$ cat src/rtl/pipe_ctrl_pkg.sv
// Shared constants for the pipeline sequencer: stall vectors, FSM encodings and default widths.
// The optional perf counters are enabled by the PIPE_CTRL_PERF_EN macro (see pipe_ctrl.sv).
package pipe_ctrl_pkg;

  localparam int PCTRL_CNT_W   = 6;
  localparam int PCTRL_STALL_W = 6;
  localparam int PCTRL_PERF_W  = 32;

  // Stall bit order: 0=pc, 1=if_id, 2=id_ex, 3=ex_mem, 4=mem_wb, 5=wb (reserved)
  localparam logic [5:0] STALL_NONE = 6'b000000;
  localparam logic [5:0] STALL_ID   = 6'b000111;
  localparam logic [5:0] STALL_EX   = 6'b001111;

  localparam logic [0:0] PCTRL_IDLE = 1'b0;
  localparam logic [0:0] PCTRL_MC   = 1'b1;

  localparam logic [31:0] ZERO_WORD = 32'h0000_0000;

endpackage

$ cat src/rtl/pipe_ctrl_perf.sv
// Saturating pair of event counters: cycles with any stage held, and flush cycles.
// Instantiated by pipe_ctrl only when PIPE_CTRL_PERF_EN is defined.
module pipe_ctrl_perf
  import pipe_ctrl_pkg::*;
#(
  parameter int PERF_W = PCTRL_PERF_W
) (
  input  logic              clk,
  input  logic              rst,
  input  logic              i_stall_any,
  input  logic              i_flush,
  output logic [PERF_W-1:0] o_stall_cyc,
  output logic [PERF_W-1:0] o_flush_cnt
);

  logic [PERF_W-1:0] r_stall_cyc;
  logic [PERF_W-1:0] r_flush_cnt;

  always_ff @(posedge clk) begin
    if (rst) begin
      r_stall_cyc <= '0;
      r_flush_cnt <= '0;
    end else begin
      // Counters hold at all-ones rather than wrapping back to zero.
      if (i_stall_any && (r_stall_cyc != '1)) r_stall_cyc <= r_stall_cyc + 1'b1;
      if (i_flush && (r_flush_cnt != '1))     r_flush_cnt <= r_flush_cnt + 1'b1;
    end
  end

  assign o_stall_cyc = r_stall_cyc;
  assign o_flush_cnt = r_flush_cnt;

endmodule

$ cat src/rtl/pipe_ctrl.sv
// Central pipeline sequencer: merges ID/EX stall requests, times multi-cycle EX ops, drives flush.
// Define PIPE_CTRL_PERF_EN to add the perf_stall_cyc / perf_flush_cnt counter outputs.
module pipe_ctrl
  import pipe_ctrl_pkg::*;
#(
  parameter int CNT_W   = PCTRL_CNT_W,
  parameter int STALL_W = PCTRL_STALL_W,
  parameter int PERF_W  = PCTRL_PERF_W
) (
  input  logic               clk,
  input  logic               rst,
  input  logic               stallreq_id,
  input  logic               stallreq_ex,
  input  logic               ex_mc_start,
  input  logic [CNT_W-1:0]   ex_mc_cycles,
  input  logic               flush_req,
  input  logic [31:0]        flush_pc,
  output logic [STALL_W-1:0] stall,
  output logic               flush,
  output logic [31:0]        new_pc,
  output logic               ex_mc_done,
  output logic               ex_mc_busy
`ifdef PIPE_CTRL_PERF_EN
  ,
  output logic [PERF_W-1:0]  perf_stall_cyc,
  output logic [PERF_W-1:0]  perf_flush_cnt
`endif
);

  logic [0:0]       r_state;
  logic [CNT_W-1:0] r_cnt;

  logic             w_in_mc;
  logic             w_cnt_zero;
  logic             w_mc_start;
  logic             w_ex_stall;
  logic [CNT_W-1:0] w_mc_load;

  assign w_in_mc    = (r_state == PCTRL_MC);
  assign w_cnt_zero = (r_cnt == '0);
  // A start request while already in MC is ignored; the running op keeps its count.
  assign w_mc_start = !w_in_mc && ex_mc_start;
  assign w_ex_stall = w_mc_start || (w_in_mc && !w_cnt_zero) || stallreq_ex;
  // Length 0 behaves as 1: EX is held only in the start cycle.
  assign w_mc_load  = (ex_mc_cycles == '0) ? '0 : ex_mc_cycles - CNT_W'(1);

  always_comb begin
    // NOTE: every output gets a default first so no path leaves it unassigned (no latch).
    stall      = STALL_W'(STALL_NONE);
    flush      = 1'b0;
    new_pc     = ZERO_WORD;
    ex_mc_done = 1'b0;
    ex_mc_busy = 1'b0;
    if (!rst) begin
      ex_mc_busy = w_in_mc;
      if (flush_req) begin
        flush  = 1'b1;
        new_pc = flush_pc;
      end else begin
        ex_mc_done = w_in_mc && w_cnt_zero;
        if (w_ex_stall)       stall = STALL_W'(STALL_EX);
        else if (stallreq_id) stall = STALL_W'(STALL_ID);
      end
    end
  end

  always_ff @(posedge clk) begin
    // NOTE: state registers use non-blocking assignments so all updates see pre-edge values.
    if (rst || flush_req) begin
      r_state <= PCTRL_IDLE;
      r_cnt   <= '0;
    end else if (w_mc_start) begin
      r_state <= PCTRL_MC;
      r_cnt   <= w_mc_load;
    end else if (w_in_mc) begin
      if (w_cnt_zero) r_state <= PCTRL_IDLE;
      else            r_cnt   <= r_cnt - CNT_W'(1);
    end
  end

`ifdef PIPE_CTRL_PERF_EN
  pipe_ctrl_perf #(
    .PERF_W (PERF_W)
  ) u_perf (
    .clk         (clk),
    .rst         (rst),
    .i_stall_any (|stall),
    .i_flush     (flush),
    .o_stall_cyc (perf_stall_cyc),
    .o_flush_cnt (perf_flush_cnt)
  );
`endif

endmodule

$ cat config.mk
export PLATFORM = sky130hd
export DESIGN_NAME = pipe_ctrl
export DESIGN_NICKNAME = d
export VERILOG_FILES = /design/src/rtl/pipe_ctrl_pkg.sv /design/src/rtl/pipe_ctrl_perf.sv /design/src/rtl/pipe_ctrl.sv
export SDC_FILE = /design/constraint.sdc
export NUM_CORES = 1
export LEC_CHECK = 0
export ABC_AREA = 1
export CAP_MARGIN = 40
export CELL_PAD_IN_SITES_DETAIL_PLACEMENT = 2
export CELL_PAD_IN_SITES_GLOBAL_PLACEMENT = 2
export CORE_ASPECT_RATIO = 2
export CORE_MARGIN = 2
export CORE_UTILIZATION = 13
export CTS_BUF_LIST = sky130_fd_sc_hd__clkbuf_4 sky130_fd_sc_hd__clkbuf_8
export DETAILED_ROUTE_END_ITERATION = 10
export MAX_ROUTING_LAYER = met4
export PLACE_DENSITY_LB_ADDON = 0.25
export SLEW_MARGIN = 20
export SYNTH_ARGS = -nofsm -noshare
export SYNTH_HDL_FRONTEND = slang
export SYNTH_SLANG_ARGS = --single-unit
$ cat constraint.sdc
create_clock -name clk -period 1.84 [get_ports clk]
set_clock_uncertainty 0.2 [all_clocks]
set_input_delay 0.276 -clock clk [delete_from_list [all_inputs] [get_ports clk]]
set_output_delay 0.276 -clock clk [all_outputs]
set_load 0.03 [all_outputs]
After elaboration in Yosys (flattened, before gate mapping)
Index checks and enable logic that the tools add are counted.

Register bits: 7. Input bits: 44. Output and inout bits: 41. Word-level logic and storage cells: 35.

$add $sub $neg: 2. Equality and inequality tests: 1. Muxes and demuxes: 18. Reduce and logical (&&, ||, !) cells: 12.

Operator list (count): $mux 32 (2); $mux 6 (5); $logic_not 6->1 (2); $sub 6x1->6 const B (2); $mux 1 (8); $mux 4 (2); $logic_and 1x1->1 (3); $logic_or 1x1->1 (3); $mux 3 (1); $logic_not 1->1 (2); $ne 2x1->1 const B (1); $reduce_and 2->1 (1); $reduce_bool 2->1 (1).

Depth between registers and ports, before layout
Depth after elaboration: 8. Mapped depth: 9. Depth with buffers taken out: 9.

Least setup slack after synthesis
OpenSTA, ideal clock, no wires.

Path kind: reg-to-output. From: register r_cnt[0]. To: output stall[1]. Data arrival time: 1.706 ns. Required time: 1.364 ns. Path slack: -0.342 ns. Stages on the path, launching flop included: 7. Buffers on the path: 1. Cells stage by stage: dfxtp_1 inv_1 ha_1 nand4_2 nand2_4 a31oi_1 buf_4.

Word-level cells in the longest chain between the ends: 8.

RTL lines: start, declared (RTL line pipe_ctrl.sv:31) `logic [CNT_W-1:0] r_cnt;`; start signal, assigned (RTL line pipe_ctrl.sv:74) `r_cnt <= w_mc_load;`; start signal, assigned (RTL line pipe_ctrl.sv:77) `else r_cnt <= r_cnt - CNT_W'(1);`; $logic_not 6->1 (RTL line pipe_ctrl.sv:40) `assign w_cnt_zero = (r_cnt == '0);`; $logic_not 1->1 (RTL line pipe_ctrl.sv:43) `assign w_ex_stall = w_mc_start || (w_in_mc && !w_cnt_zero) || stallreq_ex;`; $logic_and 1x1->1 (RTL line pipe_ctrl.sv:43); $logic_or 1x1->1 (2 in a row) (RTL line pipe_ctrl.sv:43); $mux 4 (RTL line pipe_ctrl.sv:61) `if (w_ex_stall) stall = STALL_W'(STALL_EX);`; $mux 4 (RTL line pipe_ctrl.sv:56) `if (flush_req) begin`; $mux 6 (RTL line pipe_ctrl.sv:54) `if (!rst) begin`; end, declared (RTL line pipe_ctrl.sv:18) `output logic [STALL_W-1:0] stall,`.

Every way passes these cells.

Worst setup path in the final report
From: input ex_mc_start. To: output stall[2].

Word-level cells in the longest chain between the ends: 6.

RTL lines: start, declared (RTL line pipe_ctrl.sv:14) `input logic ex_mc_start,`; $logic_and 1x1->1 (RTL line pipe_ctrl.sv:42) `assign w_mc_start = !w_in_mc && ex_mc_start;`; $logic_or 1x1->1 (2 in a row) (RTL line pipe_ctrl.sv:43); $mux 4 (RTL line pipe_ctrl.sv:61); $mux 4 (RTL line pipe_ctrl.sv:56); $mux 6 (RTL line pipe_ctrl.sv:54).

Every way passes these cells.

==> results_dict.tcl <==
set metrics [dict create \
    drt_pass1_iterations 3 \
    synth_top_family_by_area "simple AND/OR/NAND/NOR gates" \
    drc 0 \
    num_io_pins 85 \
    yosysSeqAreaShare_pct 15.2 \
    drive_gt1_share_pct 27.0 \
    rows 43 \
    drt-initial-drc-count 49 \
    clk_pin_slew_worst_paths_ns 0.04 \
    path_max_fanout 3 \
    die_w_um 63.6 \
    synth_compound_area_share_pct 6.38 \
    grt_pass1_wl_um 7220 \
    n_fill_cell 872 \
    vias 1455 \
    peakVddDrop_mv 0.150 \
    clockPowerShare_pct 27.1 \
    hold_viol 0 \
    max_clock_freq_mhz 561 \
    die-area_um2 7820 \
    tritoncts "done" \
    reg2reg_slack_ns 0.32 \
    place_congestion 0.757 \
    place.port_buffers 82 \
    wirelength_um 4570 \
    status "complete, no violations" \
    fin_crit_sh_pct 96.9 \
    grt_use_total_pct 12.1 \
    insertion_delay_ns 0.23 \
    die_h_um 123 \
    pwr-share-comb_pct 52.7 \
    antennaDiodeCount 0 \
    drv_slew 0 \
    r2r_end "r_cnt[2]" \
    via_per_inst 4.08 \
    critPathArrivalTime_ns 1.31 \
    numCtsBuffers 3 \
    crit_path_start "ex_mc_start" \
    grt_max_degree 26 \
    rsz0062_at_grt "false" \
    hold_class "flop to flop" \
    post_synth.cell_area_avg_um2 5.18 \
    whs_ns 0.324 \
    clock_sinks 7 \
    htreeDepth 1 \
    switching_share_pct 37.8 \
    cts_root_buf "clkbuf_8" \
    clk_path_buf_depth 2 \
    fin_nets 316 \
    synth.ff_latch_count 7 \
    setup_viol 0 \
    p_sw_w 0.000327 \
    postSynthCellCount 178 \
    antenna_found_initial 0 \
    pwr-share-seq_pct 20.2 \
    synth.area.mux_share_pct 0 \
    syn-cell-area_um2 922 \
    syn2layout_area_growth_pct 108 \
    wl_per_cell_um 12.8 \
    endpoint_kind "primary output" \
    startpoint_type "input pin" \
    ant_nets 0 \
    final.setup.tns_ns 0 \
    ys_types 26 \
    r2r_cells 9 \
    start_util_pct 13.4 \
    worstPathRequired_ns 1.36 \
    period_needed_ns 1.78 \
    maxCapViolCount 0 \
    grt.overflow.total 0 \
    cp-endpoint "stall[2]" \
    leakage_nw 0.947 \
    dp_hpwl_um 3940 \
    power_density_nw_per_um2 453 \
    synth_warnings 0 \
    synth_xor_area_share_pct 2.85 \
    internal_power_w 0.000539 \
    synth_fa_ha_area_share_pct 5.43 \
    synthSimpleGateAreaFrac_pct 54.5 \
    grt_pass1_vias 1529 \
    critPathKind "input pin to primary output" \
    coreArea_um2 6890 \
    r2r-start "r_cnt[0]" \
]
-- per-stage QoR --
stage | utilization (%) | instances | setup slack [ns] | cell area [um^2] | total power (W)
after CTS | 27.5 | 357 | 0.00916 | 1900 | 0.000879
after global routing | 27.8 | 357 | 0.0153 | 1910 | 0.000934
after floorplan | - | 179 | 0.0221 | 941 | 0.000413
final | 27.8 | 357 | 0.0577 | 1910 | 0.000866
after global placement | 26.1 | 351 | -0.0831 | 1800 | 0.000614
after detailed placement | 26.1 | 351 | -0.0859 | 1800 | 0.000621
-- synth_stat cells (all sizes together) --
cell type	count	area, um^2
dfxtp	7	140
a31oi	1	6.26
a21oi	4	20.0
o21ai	4	20.0
xnor2	1	8.76
nor2	54	213
o22ai	2	12.5
ha	4	50.1
buf	12	66.3
nand2	54	213
inv	19	73.8
conb	1	3.75
nand3	9	45.0
nand3b	1	7.51
nand4	3	25.0
xor2	2	17.5
-- routing by layer --
| layer | vias to the layer above | wire, um | global-route usage (%) |
|---|---|---|---|
| li1 | 714 | - | - |
| met5 | - | 0 | - |
| met2 | 54 | 2830 | 25.9 |
| met4 | 0 | 39 | 3.26 |
| met1 | 685 | 1470 | 10.3 |
| met3 | 2 | 233 | 1.73 |
-- registers in the layout, summed over array words and instances, names as in the netlist --
register / cells
r_cnt: 6
r_state: 1
-- power groups by stage --
stage | clock, W | sequential (W) | combinational, W
after floorplan | 0 | 0.000172 | 0.000241
after global placement | 0 | 0.000175 | 0.000438
after detailed placement | 0 | 0.000175 | 0.000445
after CTS | 0.000247 | 0.000173 | 0.000460
after global routing | 0.000254 | 0.000176 | 0.000504
final | 0.000235 | 0.000175 | 0.000457
-- critical path: stages --
cell and delay, ns:
clkdlybuf4s50_1 0.45, inv_1 0.06, nand2_2 0.09, nand2_4 0.07
a31oi_4 0.18, buf_6 0.16
-- worst min-delay path by stage --
stage / cells after the start / slack, ns / to / startpoint
after floorplan: 2 / 0.29 / r_cnt[2] / r_cnt[2]
after global placement: 2 / 0.32 / r_cnt[1] / r_cnt[1]
after detailed placement: 2 / 0.33 / r_cnt[0] / r_cnt[0]
after CTS: 2 / 0.32 / r_cnt[0] / r_cnt[0]
after global routing: 2 / 0.36 / r_cnt[0] / r_cnt[0]
final: 2 / 0.32 / r_cnt[0] / r_cnt[0]
-- cells by family (layout without fill, tap and decap cells) --
family,after synthesis,after routing
buffers and inverters,31,119
and+or+nand+nor,121,121
xor gates and xnor gates,3,3
adders and majority gates,4,4
other,1,2
DFF,7,7
AOI/OAI and AO/OA,11,11
-- cell type report --
cell class	instances	area, um^2	area share [%]
Clock buffer	4	48.8	2.55
Inverter	19	73.8	3.86
Sequential cell	7	143	7.45
Multi-Input combinational cell	141	692	36.1
Tap cell	90	113	5.88
Timing Repair Buffer	96	845	44.1
-- placed cells by master (no fill, tap or decap) --
| cell type | n |
|---|---|
| inv_4 | 1 |
| nand4_1 | 2 |
| a31oi_4 | 1 |
| a21oi_1 | 4 |
| clkbuf_4 | 1 |
| o22ai_1 | 2 |
| o21ai_0 | 1 |
| nand2_4 | 1 |
| nand3b_1 | 1 |
| conb_1 | 2 |
| nand3_1 | 9 |
| inv_2 | 3 |
| ha_4 | 1 |
| clkbuf_8 | 3 |
| buf_6 | 5 |
| dlygate4sd2_1 | 2 |
| o21ai_1 | 3 |
| xor2_1 | 2 |
| ha_1 | 3 |
| dfxtp_1 | 5 |
| nand4_4 | 1 |
| inv_1 | 15 |
| nor2_2 | 1 |
| dfxtp_2 | 2 |
| nor2_4 | 2 |
| xnor2_1 | 1 |
| clkdlybuf4s50_1 | 41 |
| nand2_1 | 51 |
| nand2_2 | 2 |
| buf_4 | 48 |
| nor2_1 | 51 |
-- timing repair --
action	4_1_cts	5_1_grt
buffers inserted	2	0
cloned	0	0
gates resized for setup	12	5
setup endpoints to repair	38	5
endpoints found under the hold margin	0	0
hold buffers	0	0
pin swaps	3	1
No activity file was read; power rests on OpenSTA's default activity.
==> RTL edit 1: new RTL, same settings <==
The option `PIPE_CTRL_PERF_EN` is turned on by a define.
--- a/src/rtl/pipe_ctrl.sv
+++ b/src/rtl/pipe_ctrl.sv
@@ -2,2 +2,4 @@
 // Define PIPE_CTRL_PERF_EN to add the perf_stall_cyc / perf_flush_cnt counter outputs.
+`define PIPE_CTRL_PERF_EN
+
 module pipe_ctrl
Formal check against the unedited RTL (old outputs only; new: perf_flush_cnt and perf_stall_cyc): equivalent (Yosys induction, for registers that start in step).
==> RTL edit 1 against the original RTL <==
  * The run now ends with negative setup slack left
  * Power increased to 4.7 times the old value
  * Critical path depth rose by 4
  * Cell area increased to 4.9 times the old value
  * Register-to-register slack lost 0.43 ns
  * Sequential power grew to 9.0 times the old value
  * Routed wire length grew to 6.4 times the old value
  * Combinational power rose by 100%
  * Sequential cell count rose by 64
  * Count of clock-buffer cells in the layout up 7
  * Fmax decreased by 14%
  * Synthesized area grew to 5.5 times the old value
  * Non-clock buffer count rose by 246
  * Via count grew to 4.7 times the old value
  * Worst setup slack got worse by 0.30 ns
  * Critical endpoint is now stall[3]
  * Highest routed layer unchanged
==> RTL edit 1: results (changes against the original RTL) <==
* Outcome: finished, violations left (was completed)
* Failing checks: negative setup slack
* WL met2 at 19060 um (was 2834 um)
* Pin count of the biggest net entering global routing at 33 (was 26)
* Peak VDD IR at 0.2754 mV (was 0.1501 mV)
* Critical path's largest stage delay at 0.34 ns (was 0.45 ns)
* Met1 Routed Length at 8852 um (was 1466 um)
* Crit Reg-Reg Endpoint: u_perf.o_stall_cyc[0] (was r_cnt[2])
* Synth top cells by count: 352 x nand2_1, 154 x nor2_1, 71 x dfxtp_1 (was 52 x nand2_1, 52 x nor2_1, 17 x inv_1)
* Psw at 1245 uW (was 327.1 uW)
* Clock-cell share at 0.02452 (was 0.02549)
* CTS H-Tree Depth at 3 (was 1)
* Non-clock buffers at 342 (was 96)
* Xor/xnor cell area share of the yosys netlist at 0.04666 (was 0.02849)
* Total wire length at 29400 um (was 4574 um)
* Post-route setup slack at -0.2387 ns (was 0.05774 ns)
* Comb pwr at 923 uW (was 457 uW)
* FFs & Latches at 71 (was 7)
* GRT met1 Usage at 0.1208 (was 0.1026)
* Share of post-route cells with drive strength above 1 at 0.3707 (was 0.2697)
* Met3 Usage GRT at 0.01572 (was 0.01729)
* Worst Setup SP: r_cnt[1] (was ex_mc_start)
* Post-synthesis sequential area ratio at 0.2804 (was 0.1520)
* Clock Buffer Count at 11 (was 4)
* Inverter count at 56 (was 19)
* Via-per-instance ratio at 3.946 (was 4.076)
* Gpl congestion at 0.7821 (was 0.7566)
* Setup Viol. Count Final at 35 (was 0)
* DP HPWL at 23670 um (was 3938 um)
* Net count reported at finish at 1240 (was 316)
* DR iter-0 viols at 136 (was 49)
* Crit path max fanout at 2 (was 3)
* Multi-input gates at 710 (was 141)
* CP arrival at 1.60 ns (was 1.31 ns)
* HP Class: in2reg (was reg2reg)
* Vias in the first global route at 7645 (was 1529)
-- RTL edit 1: metrics by stage --
stage / utilization / total power, uW
6_report: 0.2436 / 4068
5_1_grt: 0.2436 / 4308
4_1_cts: 0.2350 / 4141
3_5_place_dp: 0.2179 / 2380
3_3_place_gp: 0.2179 / 2368
2_1_floorplan: - / 1992
-- RTL edit 1: timing repair --
action,4_1_cts,5_1_grt
resized for setup,156,117
pin swaps,13,15
gates cloned,4,3
buffers inserted,17,5
endpoints found under the setup margin,158,85
-- RTL edit 1: how the worst min path moves through the flow --
stage                            from                      to  slack (ns)
6_report                          rst  u_perf.o_stall_cyc[11]        0.19
5_1_grt                           rst   u_perf.o_stall_cyc[6]        0.19
4_1_cts                           rst  u_perf.o_stall_cyc[11]        0.14
3_5_place_dp   u_perf.o_flush_cnt[16]  u_perf.o_flush_cnt[16]        0.31
3_3_place_gp   u_perf.o_flush_cnt[16]  u_perf.o_flush_cnt[16]        0.29
2_1_floorplan                     rst                r_cnt[0]        0.26
==> RTL edit 2: new RTL, same settings <==
Made on the original files. Change the package constant `PCTRL_CNT_W` from 6 to 12.
--- a/src/rtl/pipe_ctrl_pkg.sv
+++ b/src/rtl/pipe_ctrl_pkg.sv
@@ -4,3 +4,3 @@
 
-  localparam int PCTRL_CNT_W   = 6;
+  localparam int PCTRL_CNT_W   = 12;
   localparam int PCTRL_STALL_W = 6;
Interface: changed (resized ex_mc_cycles); port bits go from 85 to 91. The function was not compared with the original's and may differ.
==> RTL edit 2 against the original RTL <==
  * The run now ends with negative setup slack left
  * Non-clock buffer count increased by 53
  * Critical path type is now reg2out
  * Sequential cell count rose by 6
  * Synthesized area up 69%
  * Routed wire length grew 86%
  * Fmax decreased by 9.2%
  * Power grew 68%
  * Register-to-register slack got worse by 0.22 ns
  * Cell area up 64%
  * Worst setup slack lost 0.18 ns
==> RTL edit 2: results (changes against the original RTL) <==
* Setup Viol. Count Final at 5 (was 0)
* Post-place setup slack at -0.2975 ns (was -0.08587 ns)
* Post-route setup slack at -0.1237 ns (was 0.05774 ns)
* Gpl congestion at 0.8312 (was 0.7566)
* Clk slew on worst S/H paths at 0.06 ns (was 0.04 ns)
* Main area contributors after synthesis: nor2_1 21%, nand2_1 20%, dfxtp_1 17% (was nand2_1 21%, nor2_1 21%, dfxtp_1 15%)
* Net count reported at finish at 501 (was 316)
* Diode count at 0 (unchanged)
* HP Class: reg2reg (unchanged)
* Post-synthesis sequential area ratio at 0.1671 (was 0.1520)
* FFs w/ async S/R, synth at 0 (unchanged)
* CP max-delay cell: dfxtp_2 (was clkdlybuf4s50_1)
* Worst R2R Setup Slack at 0.10 ns (was 0.32 ns)
* Share of post-route cells with drive strength above 1 at 0.3408 (was 0.2697)
* Pin count of the biggest net entering global routing at 35 (was 26)
* Prevailing post-synth register cell: dfxtp_1 (unchanged)
* Deepest clock path buffer count at 2 (unchanged)
* Syn. warnings at 0 (unchanged)
* Fill count at 1436 (was 872)
* Port Buffer Count at 88 (was 82)
* Crit path max fanout at 3 (unchanged)
* Peak VDD IR at 0.1721 mV (was 0.1501 mV)
* Pleak at 0.001552 uW (was 0.0009465 uW)
* Critical path's largest stage delay at 0.33 ns (was 0.45 ns)
* Biggest regs: r_cnt (12), r_state (1) (was r_cnt (6), r_state (1))
* Synth top cells by count: 89 x nor2_1, 81 x nand2_1, 36 x inv_1 (was 52 x nand2_1, 52 x nor2_1, 17 x inv_1)
* Crit path max-delay family: simple AND/OR/NAND/NOR gates (was buffers and inverters)
* Worst skew pair latency at 0.26 ns (was 0.23 ns)
* DP HPWL at 7309 um (was 3938 um)
* Initial antenna violation count at 0 (unchanged)
* CTS H-Tree Depth at 1 (unchanged)
* DR iter-0 viols at 35 (was 49)
* Vias in the first global route at 2611 (was 1529)
* Root Driver: clkbuf_8 (unchanged)
* First-pass GRT wire length at 12750 um (was 7224 um)
* Total wire length at 8493 um (was 4574 um)
* Outcome: finished, violations left (was completed)
* Distinct cells, synth at 21 (was 26)
* GRT Total Usage at 0.1337 (was 0.1206)
* Failing checks: negative setup slack
* Vias at 2408 (was 1455)
* Total CTS buffers at 3 (unchanged)
* Pre-Repair DR Iteration Count at 4 (was 3)
==> RTL edit 2: stage by stage <==
stage	setup TNS, ns	area [um2]	hold slack, ns	instances
2_1_floorplan	-0.04825	1608	0.2680	308
3_3_place_gp	-2.739	2860	0.3080	575
3_5_place_dp	-4.810	2860	0.3209	575
4_1_cts	-0.7475	3058	0.3304	591
5_1_grt	-0.8005	3139	0.3569	591
6_report	-0.4315	3139	0.3094	591
==> RTL edit 2: logic make-up after synthesis <==
| logic type | share of synthesized area |
|---|---|
| XOR/XNOR | 0.03936 |
| AO/OA/AOI/OAI | 0.09157 |
| flip-flops | 0.1671 |
| adder cells (fa/ha/maj) | 0.03213 |
| other | 0.002407 |
| buffers and inverters | 0.1454 |
| AND/OR/NAND/NOR | 0.5221 |
==> RTL edit 2: metal layers <==
layer	part of all wire	track usage	vias up
li1	-	-	1202
met1	0.30	0.1054	1118
met2	0.62	0.2843	81
met3	0.059	0.01193	7
met4	0.021	0.05008	0
met5	0	-	-
==> RTL edit 2: worst paths after layout <==
kind                 start  endpoint  depth (start not counted)
hold reg to reg   r_cnt[7]  r_cnt[7]                          2
hold / removal    r_cnt[7]  r_cnt[7]                          2
setup / recovery  r_cnt[4]  stall[2]                          8
setup reg to reg  r_cnt[1]  r_cnt[4]                         11
==> RTL edit 2: power by group <==
part           switching [uW]  internal (uW)  total (uW)  leakage (uW)
clock network             125            169         294     0.0000262
registers                17.8            302         319      0.000109
logic                     445            395         841       0.00142
==> RTL edit 2: worst register-to-register path, stage by stage, from the launching register on <==
cell     delay [ns]
dfxtp_2        0.32
inv_2          0.07
buf_4          0.10
buf_4          0.11
ha_4           0.15
inv_1          0.08
nor2_4         0.15
nor2_1         0.06
o21ai_0        0.14
o21ai_0        0.10
nor2_1         0.10
nor2_1         0.04
==> RTL edit 2: layout make-up <==
| class | count | area [um2] | area share |
|---|---|---|---|
| inverters | 37 | 148.9 | 0.04743 |
| repair buffers | 149 | 1274 | 0.4057 |
| multi-input cells | 243 | 1217 | 0.3878 |
| clock buffers | 4 | 48.80 | 0.01554 |
| flip-flops and latches | 13 | 269.0 | 0.08569 |
| well taps | 145 | 181.4 | 0.05779 |
==> RTL edit 2: what timing repair did <==
action                                  in CTS  in global routing
resized for setup                           25                 30
pin swaps                                    6                 15
hold buffers                                 0                  0
endpoints found under the setup margin      41                 17
buffers inserted                            12                  3
